**src/rtl/safecrackpro_pkg.sv**
```systemverilog
// safecrackpro_pkg: shared types for the safe's button front end.
//   N_BTN      : number of board keys / width of a btn code
//   btn_t      : one btn code (1 = key pressed, logical polarity)
//   fe_state_t : front-end FSM states, one-hot like the lock FSM
package safecrackpro_pkg;

    localparam int N_BTN = 4;

    typedef logic [N_BTN-1:0] btn_t;

    typedef enum logic [3:0] {
        IDLE     = 4'b0001,
        PRESS_DB = 4'b0010,
        HELD     = 4'b0100,
        REL_DB   = 4'b1000
    } fe_state_t;

endpackage

```
**src/rtl/safecrackpro_sync2.sv**
```systemverilog
// safecrackpro_sync2: parameterised-width two-flop synchronizer.
//   clk   in  1  destination clock
//   rst_n in  1  asynchronous active-low reset, both flops load RST_VAL
//   d     in  W  asynchronous input levels
//   q     out W  synchronized levels, two clk edges behind d
module safecrackpro_sync2 #(
    parameter int          W       = 1,
    parameter logic [W-1:0] RST_VAL = '0
) (
    input  logic         clk,
    input  logic         rst_n,
    input  logic [W-1:0] d,
    output logic [W-1:0] q
);

    logic [W-1:0] meta;

    always_ff @(posedge clk or negedge rst_n) begin
        if (!rst_n) begin
            meta <= RST_VAL;
            q    <= RST_VAL;
        end else begin
            meta <= d;
            q    <= meta;
        end
    end

endmodule

```
**src/rtl/safecrackpro_btn_frontend.sv**
```systemverilog
// safecrackpro_btn_frontend: turns raw board keys into one single-cycle btn code per physical press.
//   clk         in  1      system clock
//   rst_n       in  1      asynchronous active-low reset
//   btn_raw     in  N_BTN  raw asynchronous key levels
//   btn         out N_BTN  accepted code for exactly one cycle per press, 0 otherwise
//   pressed     out 1      high from the accept cycle until the release is accepted
//   press_count out 8      accepted presses, wraps 255 -> 0
module safecrackpro_btn_frontend #(
    parameter int N_BTN           = safecrackpro_pkg::N_BTN,
    parameter int DEBOUNCE_CYCLES = 500000,
    parameter bit BTN_ACTIVE_LOW  = 1'b1
) (
    input  logic             clk,
    input  logic             rst_n,
    input  logic [N_BTN-1:0] btn_raw,
    output logic [N_BTN-1:0] btn,
    output logic             pressed,
    output logic [7:0]       press_count
);

    import safecrackpro_pkg::*;

    localparam int               CW       = $clog2(DEBOUNCE_CYCLES + 1);
    localparam logic [CW-1:0]    CNT_MAX  = CW'(DEBOUNCE_CYCLES - 1);
    // Raw level of a released key; the synchronizer resets to it so reset never looks like a press.
    localparam logic [N_BTN-1:0] RAW_IDLE = BTN_ACTIVE_LOW ? {N_BTN{1'b1}} : '0;

    logic [N_BTN-1:0] raw_s;
    logic [N_BTN-1:0] s;
    logic [N_BTN-1:0] cand;
    logic [N_BTN-1:0] cand_n;
    logic [CW-1:0]    cnt;
    logic [CW-1:0]    cnt_n;
    fe_state_t        state;
    fe_state_t        state_n;
    logic             accept;

    safecrackpro_sync2 #(
        .W      (N_BTN),
        .RST_VAL(RAW_IDLE)
    ) u_sync (
        .clk  (clk),
        .rst_n(rst_n),
        .d    (btn_raw),
        .q    (raw_s)
    );

    assign s = BTN_ACTIVE_LOW ? ~raw_s : raw_s;

    // The counter restarts on every state entry and on every change of s, so an
    // accept means s held one value for DEBOUNCE_CYCLES+1 consecutive samples.
    always_comb begin
        state_n = state;
        cnt_n   = cnt;
        cand_n  = cand;
        accept  = 1'b0;
        case (state)
            IDLE: begin
                cnt_n = '0;
                if (s != '0) begin
                    state_n = PRESS_DB;
                    cand_n  = s;
                end
            end
            PRESS_DB: begin
                // Release wins over count expiry: a glitch never becomes a pulse.
                if (s == '0) begin
                    state_n = IDLE;
                    cnt_n   = '0;
                end else if (s != cand) begin
                    cand_n = s;
                    cnt_n  = '0;
                end else if (cnt == CNT_MAX) begin
                    state_n = HELD;
                    cnt_n   = '0;
                    accept  = 1'b1;
                end else begin
                    cnt_n = cnt + CW'(1);
                end
            end
            HELD: begin
                cnt_n = '0;
                if (s == '0) state_n = REL_DB;
            end
            REL_DB: begin
                if (s != '0) begin
                    state_n = HELD;
                    cnt_n   = '0;
                end else if (cnt == CNT_MAX) begin
                    state_n = IDLE;
                    cnt_n   = '0;
                end else begin
                    cnt_n = cnt + CW'(1);
                end
            end
            default: begin
                state_n = IDLE;
                cnt_n   = '0;
            end
        endcase
    end

    always_ff @(posedge clk or negedge rst_n) begin
        if (!rst_n) begin
            state       <= IDLE;
            cnt         <= '0;
            cand        <= '0;
            btn         <= '0;
            pressed     <= 1'b0;
            press_count <= '0;
        end else begin
            state       <= state_n;
            cnt         <= cnt_n;
            cand        <= cand_n;
            btn         <= accept ? cand : '0;
            pressed     <= (state_n == HELD) || (state_n == REL_DB);
            press_count <= press_count + 8'(accept);
        end
    end

endmodule

```
**config.mk**
```make
export PLATFORM = sky130hd
export DESIGN_NAME = safecrackpro_btn_frontend
export DESIGN_NICKNAME = d
export VERILOG_FILES = /design/src/rtl/safecrackpro_pkg.sv /design/src/rtl/safecrackpro_sync2.sv /design/src/rtl/safecrackpro_btn_frontend.sv
export SDC_FILE = /design/constraint.sdc
export NUM_CORES = 1
export LEC_CHECK = 0
export ABC_CLOCK_PERIOD_IN_PS = 2250
export CAP_MARGIN = 20
export CORE_MARGIN = 5
export CORE_UTILIZATION = 56
export CTS_BUF_LIST = sky130_fd_sc_hd__clkbuf_4 sky130_fd_sc_hd__clkbuf_8 sky130_fd_sc_hd__clkbuf_16
export DETAILED_ROUTE_END_ITERATION = 10
export DONT_BUFFER_PORTS = 1
export PLACE_DENSITY = 0.84
export SLEW_MARGIN = 20
export SYNTH_ARGS = -nofsm -noshare
export SYNTH_HDL_FRONTEND = slang
export SYNTH_SLANG_ARGS = --single-unit
```
**constraint.sdc**
```tcl
create_clock -name clk -period 2.25 [get_ports clk]
set_input_delay 0.45 -clock clk [delete_from_list [all_inputs] [get_ports clk]]
set_output_delay 0.45 -clock clk [all_outputs]
set_load 0.01 [all_outputs]
```
======== Yosys cells after proc, flatten, opt, wreduce, memory -nomap -nowiden ========
Index checks and enable logic that the tools add are counted.
cells by class
  add/sub/neg operators ................... 2
  eq/ne operators ......................... 11
  mux-type cells .......................... 22
  bitwise logic cells ..................... 1
  reductions and logical operators ........ 5
operators by type and width
  kind                   count
  $mux 19                4
  $mux 4                 11
  $pmux 19 s2            1
  $add 19x1->19 const B  1
  $eq 19x19->1 const B   1
  $pmux 4 s4             1
  $add 8x1->8            1
  $eq 4x3->1 const B     2
  $eq 4x4->1 const B     2
  $pmux 4 s2             1
  $ne 2x2->1 const B     3
  $eq 4x1->1 const B     1
  $eq 4x2->1 const B     1
  $logic_not 4->1        1
  $mux 1                 4
  $ne 4x4->1             1
  $not 4->4              1
  $reduce_and 4->1       1
  $reduce_bool 4->1      1
  $reduce_bool 2->1      1
  $logic_or 1x1->1       1
word-level totals
  register bits after elaboration ......... 48
  output and inout port bits .............. 13
  logic and storage cells ................. 49

======== Longest topological paths before layout ========
Gate-level depths: netlist of run 1.
  depth after elaboration ................. 7
  depth in mapped cells ................... 9
  mapped depth without buffers ............ 9

======== Cells and area by module ========
From an unflattened synthesis of run 1, not the netlist that was laid out.
unflattened totals
  cell total of the unflattened synthesis .. 189
  area, all modules ....................... 2,139.6 µm²
modules (own cells, without submodules)
  module                     instances  cells each  area each (µm²)  seq. area each (µm²)
  safecrackpro_btn_frontend  1          181         1,929.4          1,002.2
  safecrackpro_sync2         1          8           210.2            210.2

======== Worst setup path before layout of run 1 ========
OpenSTA, ideal clock, no wires.
  path kind ............................... register -> register
  start ................................... register cnt[0]
  end ..................................... register press_count[6]
  library setup time ...................... 125 ps
  data arrival time ....................... 2,208 ps
  data required time ...................... 2,125 ps
  setup slack ............................. -84 ps
  stages on the path, launching flop included .. 10
  path buffers ............................ 0
  period minus slack after synthesis ...... 2,334 ps
  path through ............................ dfrtp_1 ha_1 and4_1 nand3_2 nor4_2 ha_1 ha_1 and3_1 nand3_1 xnor2_1
between the ends
  cells in the longest elaborated chain, start to end .. 6
RTL lines
  item                    line                              text
  start, declared         safecrackpro_btn_frontend.sv:32   logic [CW-1:0] cnt;
  start signal, assigned  safecrackpro_btn_frontend.sv:113  cnt <= cnt_n;
  $eq 19x19->1            safecrackpro_btn_frontend.sv:73   end else if (cnt == CNT_MAX) begin
  $mux 1                  safecrackpro_btn_frontend.sv:73
  $mux 1                  safecrackpro_btn_frontend.sv:70   end else if (s != cand) begin
  $mux 1                  safecrackpro_btn_frontend.sv:67   if (s == '0) begin
  $mux 1                  safecrackpro_btn_frontend.sv:57   case (state)
  $add 8x1->8             safecrackpro_btn_frontend.sv:117  press_count <= press_count + 8'(accept);
  end signal, assigned    safecrackpro_btn_frontend.sv:117
  end, declared           safecrackpro_btn_frontend.sv:18   output logic [7:0] press_count
No other way between the ends.
A chain may end at the register's enable or synchronous reset.

======== Worst setup path in the final report of run 1 ========
  start ................................... register u_sync.q[3]
  end ..................................... register press_count[6]
between the ends
  cells in the longest elaborated chain, start to end .. 6
  elaborated cells on any way between the ends .. 7
RTL lines
  item                    line                              text
  start, declared         safecrackpro_sync2.sv:13          output logic [W-1:0] q
  start signal, assigned  safecrackpro_sync2.sv:24          q <= meta;
  $not 4->4 (*)           safecrackpro_btn_frontend.sv:48   assign s = BTN_ACTIVE_LOW ? ~raw_s : raw_s;
  $ne 4x4->1              safecrackpro_btn_frontend.sv:70
  $mux 1                  safecrackpro_btn_frontend.sv:70
  $mux 1 (*)              safecrackpro_btn_frontend.sv:67
  $mux 1 (*)              safecrackpro_btn_frontend.sv:57
  $add 8x1->8 (*)         safecrackpro_btn_frontend.sv:117
Mark *: on every way between the ends. The rest lies on a longest branch, timed or not.

==> results of run 1 <==
## layout by cell type (no fill, tap or decap), types with 5 or more instances in the layout
cell | netlist | routed
nand2_1 | 8 | 8
xnor2_1 | 7 | 7
clkbuf_8 | 0 | 5
and2_1 | 5 | 5
nand3_1 | 8 | 7
nor3_2 | 8 | 8
buf_4 | 0 | 20
nor3_1 | 6 | 6
nand4_1 | 11 | 11
xor2_1 | 16 | 12
dfrtp_1 | 39 | 38
inv_1 | 5 | 5
dfstp_2 | 9 | 9
## what timing repair did
action                                  4_1_cts  5_1_grt
gates resized for setup                       4        3
endpoints found under the setup margin        4        9
pin swaps                                     4        6
setup buffers                                 6        5
hold endpoints to repair                     48        0
hold buffers                                  2        0
## through the flow
step           instance area (um2)  hold slack (ps)
2_1_floorplan                 2250              154
3_3_place_gp                  2340              156
3_5_place_dp                  2340              156
4_1_cts                       2570              129
5_1_grt                       2620              111
6_report                      2620              130
## path summary, 6_finish.rpt
check                                from             end  cells after the start
setup / recovery              u_sync.q[3]  press_count[6]                      8
max in group asynchronous           rst_n        state[0]                      2
hold reg to reg            u_sync.meta[0]     u_sync.q[0]                      0
min in group asynchronous           rst_n         cand[3]                      2
hold / removal                 btn_raw[2]  u_sync.meta[2]                      0
setup reg to reg              u_sync.q[3]  press_count[6]                      8
## power by group
group          internal (mW)  switching, mW  total (mW)  leakage, nW
clock network          0.335          0.303       0.637       0.0548
logic                  0.194          0.193       0.388        0.431
registers              0.943         0.0871        1.03        0.627
total                   1.47          0.583        2.05         1.11
## area by class of cell
class	count	area (um2)	area share (%)
well taps	48	60.1	2.30
clock buffers	5	68.8	2.63
inverters	5	18.8	0.718
repair buffers	22	188	7.18
clock inverters	3	46.3	1.77
multi-input cells	129	1020	39.0
flip-flops and latches	48	1210	46.4
## kinds of logic after synthesis
logic type,Yosys count,share of synthesized area [%]
simple gates,79,23.7
flops,48,54.8
xor+xnor,23,9.10
compound gates,20,6.39
buf+inv,10,2.54
mux,4,1.81
fa+ha+maj,3,1.70
## state kept, by name, summed over array words and instances (netlist names)
name         flops
press_count      8
state            4
u_sync.meta      4
cnt             19
pressed          1
cand             4
btn              4
u_sync.q         4
## per-layer routing
layer	global-route usage (%)	part of all wire, %
met5	0	0
met3	4.96	5.4
met4	5.74	1.5
met1	26.5	43
met2	30.6	50
==> metrics.txt, run 1 <==
maximum clock frequency=429 MHz; CTS Buf Count=5; Worst path max stage delay=roughly 590 ps; failing checks=setup timing; number of global-route vias before repair=approximately 1600; Mapped Nets=approximately 200; Ys Warns=0; share of the synthesized area in the top cell type=about 44%; root buffer cell=clkbuf_8; worst rel slew slack=between 60% and 70%; Post-Syn Instances=~190; final core utilization=between 60% and 70%; Worst Hold Class=in2reg; remaining global-route overflow=0; slowest cell on the critical path=dfstp_2; Synth Register Bits=48; Buf+Inv Stages, Crit Path=0; Remaining DRCs=0; Final Hold Vio Count=0; Antenna Cells=0; Non-Filler Instances=260; DR iter-0 viols=~170; Mapped Area=about 2200 um2; post-synthesis sequential area ratio=roughly 55%; fill cell count=260; largest area contributor in the netlist=dfrtp_1; vias per std cell=around 6.2; final setup fails=2; Syn-to-layout area delta=18.1%; CTS sink cnt=48; largest cells by area after synthesis=dfrtp_1, dfstp_2, xor2_1; CTS clk-pin slew, worst paths=90 ps; I/O pin count=19; core region area=3740 um2; Distinct cells, synth=43; Final Net Count=220; Final HPWL DP=2.88 mm; post-route ant nets=0; DR vias=between 1500 and 2000; GPL Wtd Cong=about 0.96; ys async rst share=100%; most common cell in the netlist=dfrtp_1; die height=between 70 and 80 um; EDFF count, synth=0; RSZ-0062 raised after global routing=true; Max VDD drop=approximately 0.57 mV; row cnt=22; Cells after DPL=between 200 and 250; DR WL/cell=about 18 um; initial core utilization=a little under 60%; Skew-Pair Late Insertion Delay=300 ps; depth of the CTS H-tree=2; Worst Path Max Fanout=3; pre-CTS WS=-124 ps; startpoint types=flip-flop; Final WS setup=-80.7 ps; final wirelength=roughly 4.7 mm; initial antenna violation count=0; Power Dens Cells=between 700 and 800 nW/um2; dominant synthesized flop cell=dfrtp_1; Commonest cells post-synth=dfrtp_1, xor2_1, nand4_1; largest net degree at the start of global routing=between 40 and 50; Port Buffer Count=0; CTS tree=yes; fin. max-slew vios=0; Tcrit/Tclk final=104%; first-pass GRT wire length=roughly 8 mm; die area=~5300 um2; Pleak=around 1.1 nW; Slew @ Worst Pin=485 ps; Top delay family on crit path=simple AND/OR/NAND/NOR gates; overall power=slightly above 2 mW; setup_tns=-111 ps; CP cell instances=xor2_2 > nand4_1 > nor4_4 > ha_2 > ha_4 > and3_4 > nand3_2 > xnor2_1; total of max-cap violations=0; GR Util All Layers=between 10% and 20%; fin crit period=approximately 2300 ps; worst reg2reg setup slack=-80 ps; DRT Pass-1 Iters=4; worst path required time=2450 ps; Bufs on Longest Clock Path=2; Fin Clk Skew=between 4 and 5 ps; type of the worst setup path=reg2reg; Mean Syn Cell Area=approximately 12 um2; Die X=about 73 um; status=complete, but fails checks; Worst Path Arrival=approximately 2500 ps; share of layout cells above drive strength 1=roughly 30%; endpoint class of the critical path=flip-flop
No activity file was read; power rests on OpenSTA's default activity.
==> run 2, diff against run 1 <==
- CORE_UTILIZATION: 56 -> 59
- CTS_BUF_LIST: sky130_fd_sc_hd__clkbuf_4 sky130_fd_sc_hd__clkbuf_8 sky130_fd_sc_hd__clkbuf_16 -> sky130_fd_sc_hd__clkbuf_4
- PLACE_DENSITY: 0.84 -> 0.88
==> run 2 against run 1 <==
The flow still finishes with violations (setup timing); maximum frequency is 0.58% higher; combinational power is 13% lower; clock skew is 3.8 ps higher; global-route usage is 0.076 points higher; sequential power hardly changed; via count is 5.1% lower; setup slack better by 13 ps; first-iteration DRC count is 9.5% lower; sequential share of layout area is 1.2 points higher; total power is 8.4% lower; largest cell class unchanged.
==> metrics.txt, run 2 (synthesis results as in run 1) <==
vias per std cell=about 6.0; Final WS setup=-67.2 ps; Port Buffer Count=0; final core utilization=a little over two thirds; GPL Wtd Cong=0.933; Top Registers=cnt x19, press_count x8; die area=5080 um2; Top Metal Used=met4; DR WL/cell=roughly 17 um; Slew @ Worst Pin=roughly 530 ps; Fin Clk Skew=between 8 and 9 ps; commonest non-fill, non-tap cell in the layout=dfrtp_1; row cnt=22; I/O pin count=19; first-pass GRT wire length=approximately 7.8 mm; die height=a little over 70 um; Comb pwr share=17.9%; Worst Path Arrival=~2600 ps; Remaining DRCs=0; DRT Pass-1 Iters=4; register with the most flip-flops=cnt; number of global-route vias before repair=1644; final wirelength=around 4.4 mm; Final Hold Vio Count=0; Worst Path Max Fanout=4; type of the worst setup path=reg2reg; Worst Hold Class=in2reg; Power Dens Cells=740 nW/um2; root buffer cell=clkbuf_4; Sw Share=between 20% and 30%; core region area=3660 um2; total of max-cap violations=0; CTS Buf Count=5; Bufs on Longest Clock Path=2; remaining global-route overflow=0; Max VDD drop=~0.5 mV; fin crit period=between 2000 and 2500 ps; post-route ant nets=0; CTS clk-pin slew, worst paths=between 100 and 150 ps; CTS tree=yes; DR iter-0 viols=roughly 150; Syn-to-layout area delta=15.0%; overall power=between 1.5 and 2 mW; startpoint types=flip-flop; area occupied by multi-input gates=between 1000 and 1500 um2; commonest non-fill, non-tap cells in the layout=dfrtp_1, buf_4, xor2_1, nand4_1, dfstp_2; Finished Cell Area=2540 um2; Die X=between 70 and 80 um; fin. max-slew vios=0; power share of the clock group=between 20 and 30%; initial antenna violation count=0; endpoint class of the critical path=flip-flop; DR WL met3=269 um; Sequential Area=between 1000 and 1500 um2; fill cell count=approximately 260; met2 routed WL=2.14 mm; initial core utilization=between 60% and 70%; Antenna Cells=0; RSZ-0062 raised after global routing=true; DR vias=1539; GR Util All Layers=about a fifth; number of flip-flops in the largest register=19; final setup fails=2; status=complete, but fails checks; worst rel slew slack=64.3%; Final HPWL DP=just over 3 mm; maximum clock frequency=432 MHz; share of layout cells above drive strength 1=between 20 and 30%; depth of the CTS H-tree=2; failing checks=setup timing; Final Net Count=216; Pleak=between 1 and 1.5 nW; Skew-Pair Late Insertion Delay=370 ps; CTS sink cnt=between 40 and 50; worst hold slack=between 50 and 60 ps; largest net degree at the start of global routing=49; Cell Int Power=1.34 mW; worst path required time=around 2500 ps; Reg power frac=a little over half; Tcrit/Tclk final=103%; DRT met1 WL=~1.9 mm; Post-DP Area=2350 um2; sw power=approximately 540 uW
run 2: changes by cell type in the layout (fill, tap and decap cells not counted):
cell	before	now
buf_4	20	16
clkbuf_4	0	5
xor2_1	12	13
dfrtp_1	38	39
xor2_2	4	3
dfrtp_2	1	0
clkbuf_8	5	0
run 2: what timing repair did:
item,CTS,global route
pin swaps,4,4
setup endpoints to repair,4,23
gates cloned,0,0
endpoints found under the hold margin,48,0
setup buffers,5,1
hold buffers,2,0
resized for setup,2,3
run 2: stage by stage:
stage	setup slack, ps	std cells	setup TNS (ps)
3_5_place_dp	-97.7	240	-149
4_1_cts	-27.5	255	-27.5
5_1_grt	-155	256	-430
3_3_place_gp	40.8	240	0
6_report	-67.2	256	-112
2_1_floorplan	4.95	187	0
run 2: per-layer routing:
metal	global-route usage (%)	vias up
li1	-	717
met1	24.4	762
met2	30.7	53
met3	6.87	7
met4	8.14	0
met5	0	-
run 2: final cells by class:
type | count | area share [%]
Timing Repair Buffer | 18 | 6.19
Sequential cell | 48 | 47.6
Tap cell | 48 | 2.36
Inverter | 5 | 0.737
Multi-Input combinational cell | 129 | 39.8
Clock inverter | 3 | 1.82
Clock buffer | 5 | 1.47
run 2: path summary, 6_finish.rpt:
kind	startpoint	endpoint	slack, ps	cells past startpoint
setup / recovery	u_sync.q[1]	press_count[6]	-70	8
hold / removal	btn_raw[3]	u_sync.meta[3]	60	0
setup reg to reg	u_sync.q[1]	press_count[6]	-70	8
hold reg to reg	u_sync.meta[1]	u_sync.q[1]	360	0
max in group asynchronous	rst_n	u_sync.meta[2]	1410	2
min in group asynchronous	rst_n	cnt[13]	560	2
run 2: critical path: stages, from the launching register on:
cell and delay (ps):
dfstp_2 430, and4_4 180, or4_4 440, nor4_4 340, ha_2 280, ha_4 140, and3_4 190, nand3_2 80
xnor2_1 130
run 2: power by group through the flow:
stage | logic (mW) | clock network, mW | registers (mW)
CTS | 0.327 | 0.535 | 1.01
detailed placement | 0.270 | 0 | 1.02
global placement | 0.250 | 0 | 1.01
global route | 0.371 | 0.578 | 1.03
floorplan | 0.231 | 0 | 1.00
finish | 0.337 | 0.524 | 1.02
==> run 3, diff against run 2 <==
- ABC_AREA: default -> 1
==> run 3 against run 2 <==
The flow now finishes without violations; maximum frequency grew 8.3%; via count is 19% higher; sequential cell count did not move; first-iteration DRC count fell by 29%; sequential share of layout area down 0.65 points; critical path depth is 3 higher; synthesized cell count rose by 52%; count of clock-buffer cells in the layout did not move; critical path type unchanged; highest routed layer unchanged.
==> metrics.txt, run 3 <==
post-synthesis sequential area ratio=51.4%; startpoint types=flip-flop; largest area contributor in the netlist=dfrtp_1; ys async rst share=100%; Bufs on Longest Clock Path=2; vias per std cell=approximately 5.3; fin. max-slew vios=0; Worst Path Arrival=between 2000 and 2500 ps; most common cell in the netlist=nand2_1; Synth Register Bits=48; register with the most flip-flops=cnt; worst hold slack=roughly 56 ps; commonest non-fill, non-tap cells in the layout=nand2_1, nor2_1, dfrtp_1, inv_1, nand3_1; DR iter-0 viols=around 110; Power Dens Cells=around 760 nW/um2; number of global-route vias before repair=approximately 1800; Die X=73.2 um; endpoint class of the critical path=flip-flop; initial core utilization=59.8%; EDFF count, synth=0; Final HPWL DP=between 3 and 4 mm; final wirelength=between 4 and 5 mm; worst rel slew slack=a little under three quarters; share of layout cells above drive strength 1=a little under a fifth; dominant synthesized flop cell=dfrtp_1; Antenna Cells=0; Ys Warns=0; final core utilization=between 60% and 70%; Syn-to-layout area delta=9.45%; Worst Hold Class=in2reg; Fin Clk Skew=around 18 ps; DRT Pass-1 Iters=4; Mapped Area=~2400 um2; fin crit period=2140 ps; first-pass GRT wire length=between 8 and 9 mm; Commonest cells post-synth=nand2_1, nor2_1, dfrtp_1; Distinct cells, synth=26; Skew-Pair Late Insertion Delay=380 ps; Mapped Nets=between 200 and 300; Worst Path Max Fanout=3; CTS tree=yes; Port Buffer Count=0; die height=73.2 um; maximum clock frequency=around 470 MHz; Non-Filler Instances=approximately 350; final setup fails=0; initial antenna violation count=0; share of the synthesized area in the top cell type=41.4%; Remaining DRCs=0; remaining global-route overflow=0; Cells after DPL=~340; GR Util All Layers=roughly a fifth; DR vias=1831; RSZ-0062 raised after global routing=false; worst path required time=2520 ps; type of the worst setup path=reg2reg; Pleak=around 1.2 nW; Post-Syn Instances=284; worst reg2reg setup slack=110 ps; CTS Buf Count=5; core region area=~4000 um2; GPL Wtd Cong=roughly 0.9; DR WL/cell=roughly 13 um; largest net degree at the start of global routing=49; commonest non-fill, non-tap cell in the layout=nand2_1; largest cells by area after synthesis=dfrtp_1, nand2_1, dfstp_2; overall power=just under 2 mW; status=finished, final reports clean; Final Net Count=a little over 300; Max VDD drop=0.492 mV; number of flip-flops in the largest register=19; post-CTS setup repair buffer count=0; CTS clk-pin slew, worst paths=~150 ps; Mean Syn Cell Area=8.30 um2; I/O pin count=19; depth of the CTS H-tree=2; Final Hold Vio Count=0; die area=5360 um2; setup_tns=0 ps; root buffer cell=clkbuf_4; Top Registers=cnt x19, press_count x8; CTS sink cnt=48; Slew @ Worst Pin=between 400 and 500 ps; Tcrit/Tclk final=95.1%; total of max-cap violations=0; post-route ant nets=0; row cnt=23
==> run 3: timing repair <==
| item | 4_1_cts | 5_1_grt |
|---|---|---|
| setup endpoints to repair | 0 | 1 |
| resized for setup | 0 | 1 |
| hold buffers | 2 | 0 |
| endpoints found under the hold margin | 48 | 0 |
==> run 3: critical path: stages, from the launching register on <==
cell	delay, ps
dfstp_2	570
inv_1	50
nand2_1	50
nand2_1	60
nor2_2	160
nand3_2	130
nor2_2	170
ha_1	210
nand3_1	150
nor3_2	200
nand3_1	130
xnor2_1	140
==> run 3: area by class of cell <==
| class | instances | area [um2] |
|---|---|---|
| clock buffer | 5 | 37.5 |
| clock inverter | 3 | 68.8 |
| fill | 291 | 1360 |
| inverter | 38 | 143 |
| multi-input combinational | 197 | 996 |
| sequential | 48 | 1210 |
| tap | 50 | 62.6 |
| timing repair buffer | 5 | 60.1 |
==> run 3: cell families after synthesis <==
group | count (synthesis) | synth area share (%)
AND/OR/NAND/NOR | 171 | 33.1
flip-flops | 48 | 51.4
buffers and inverters | 39 | 6.53
XOR/XNOR | 14 | 5.20
AO/OA/AOI/OAI | 9 | 2.18
adder cells (fa/ha/maj) | 3 | 1.59
==> run 3: path summary, 6_finish.rpt <==
check	to	cells after the start	startpoint
worst max register to register	press_count[7]	11	u_sync.q[1]
worst min register to register	u_sync.q[1]	0	u_sync.meta[1]
worst min-delay path	u_sync.meta[2]	0	btn_raw[2]
worst max-delay path	press_count[7]	11	u_sync.q[1]
min in group asynchronous	cnt[3]	2	rst_n
max in group asynchronous	u_sync.meta[0]	2	rst_n
==> run 3: per-layer routing <==
layer / vias to the layer above / share of wire, % / global-route usage (%)
met3: 8 / 5.0 / 5.79
met1: 887 / 44 / 25.5
met5: - / 0 / 0
li1: 893 / - / -
met4: 0 / 1.7 / 8.40
met2: 43 / 49 / 31.6
==> run 3: stage by stage <==
stage,instance area [um2],setup slack (ps)
final,2580,111
after global routing,2580,8.26
after CTS,2570,45.6
after detailed placement,2430,80.1
after global placement,2430,225
after floorplan,2360,154
==> run 3: power by group <==
part | leakage [nW] | internal (mW) | switching [mW]
Clock | 0.0558 | 0.350 | 0.287
Sequential | 0.631 | 0.940 | 0.0491
Combinational | 0.508 | 0.110 | 0.237
Total | 1.20 | 1.40 | 0.573
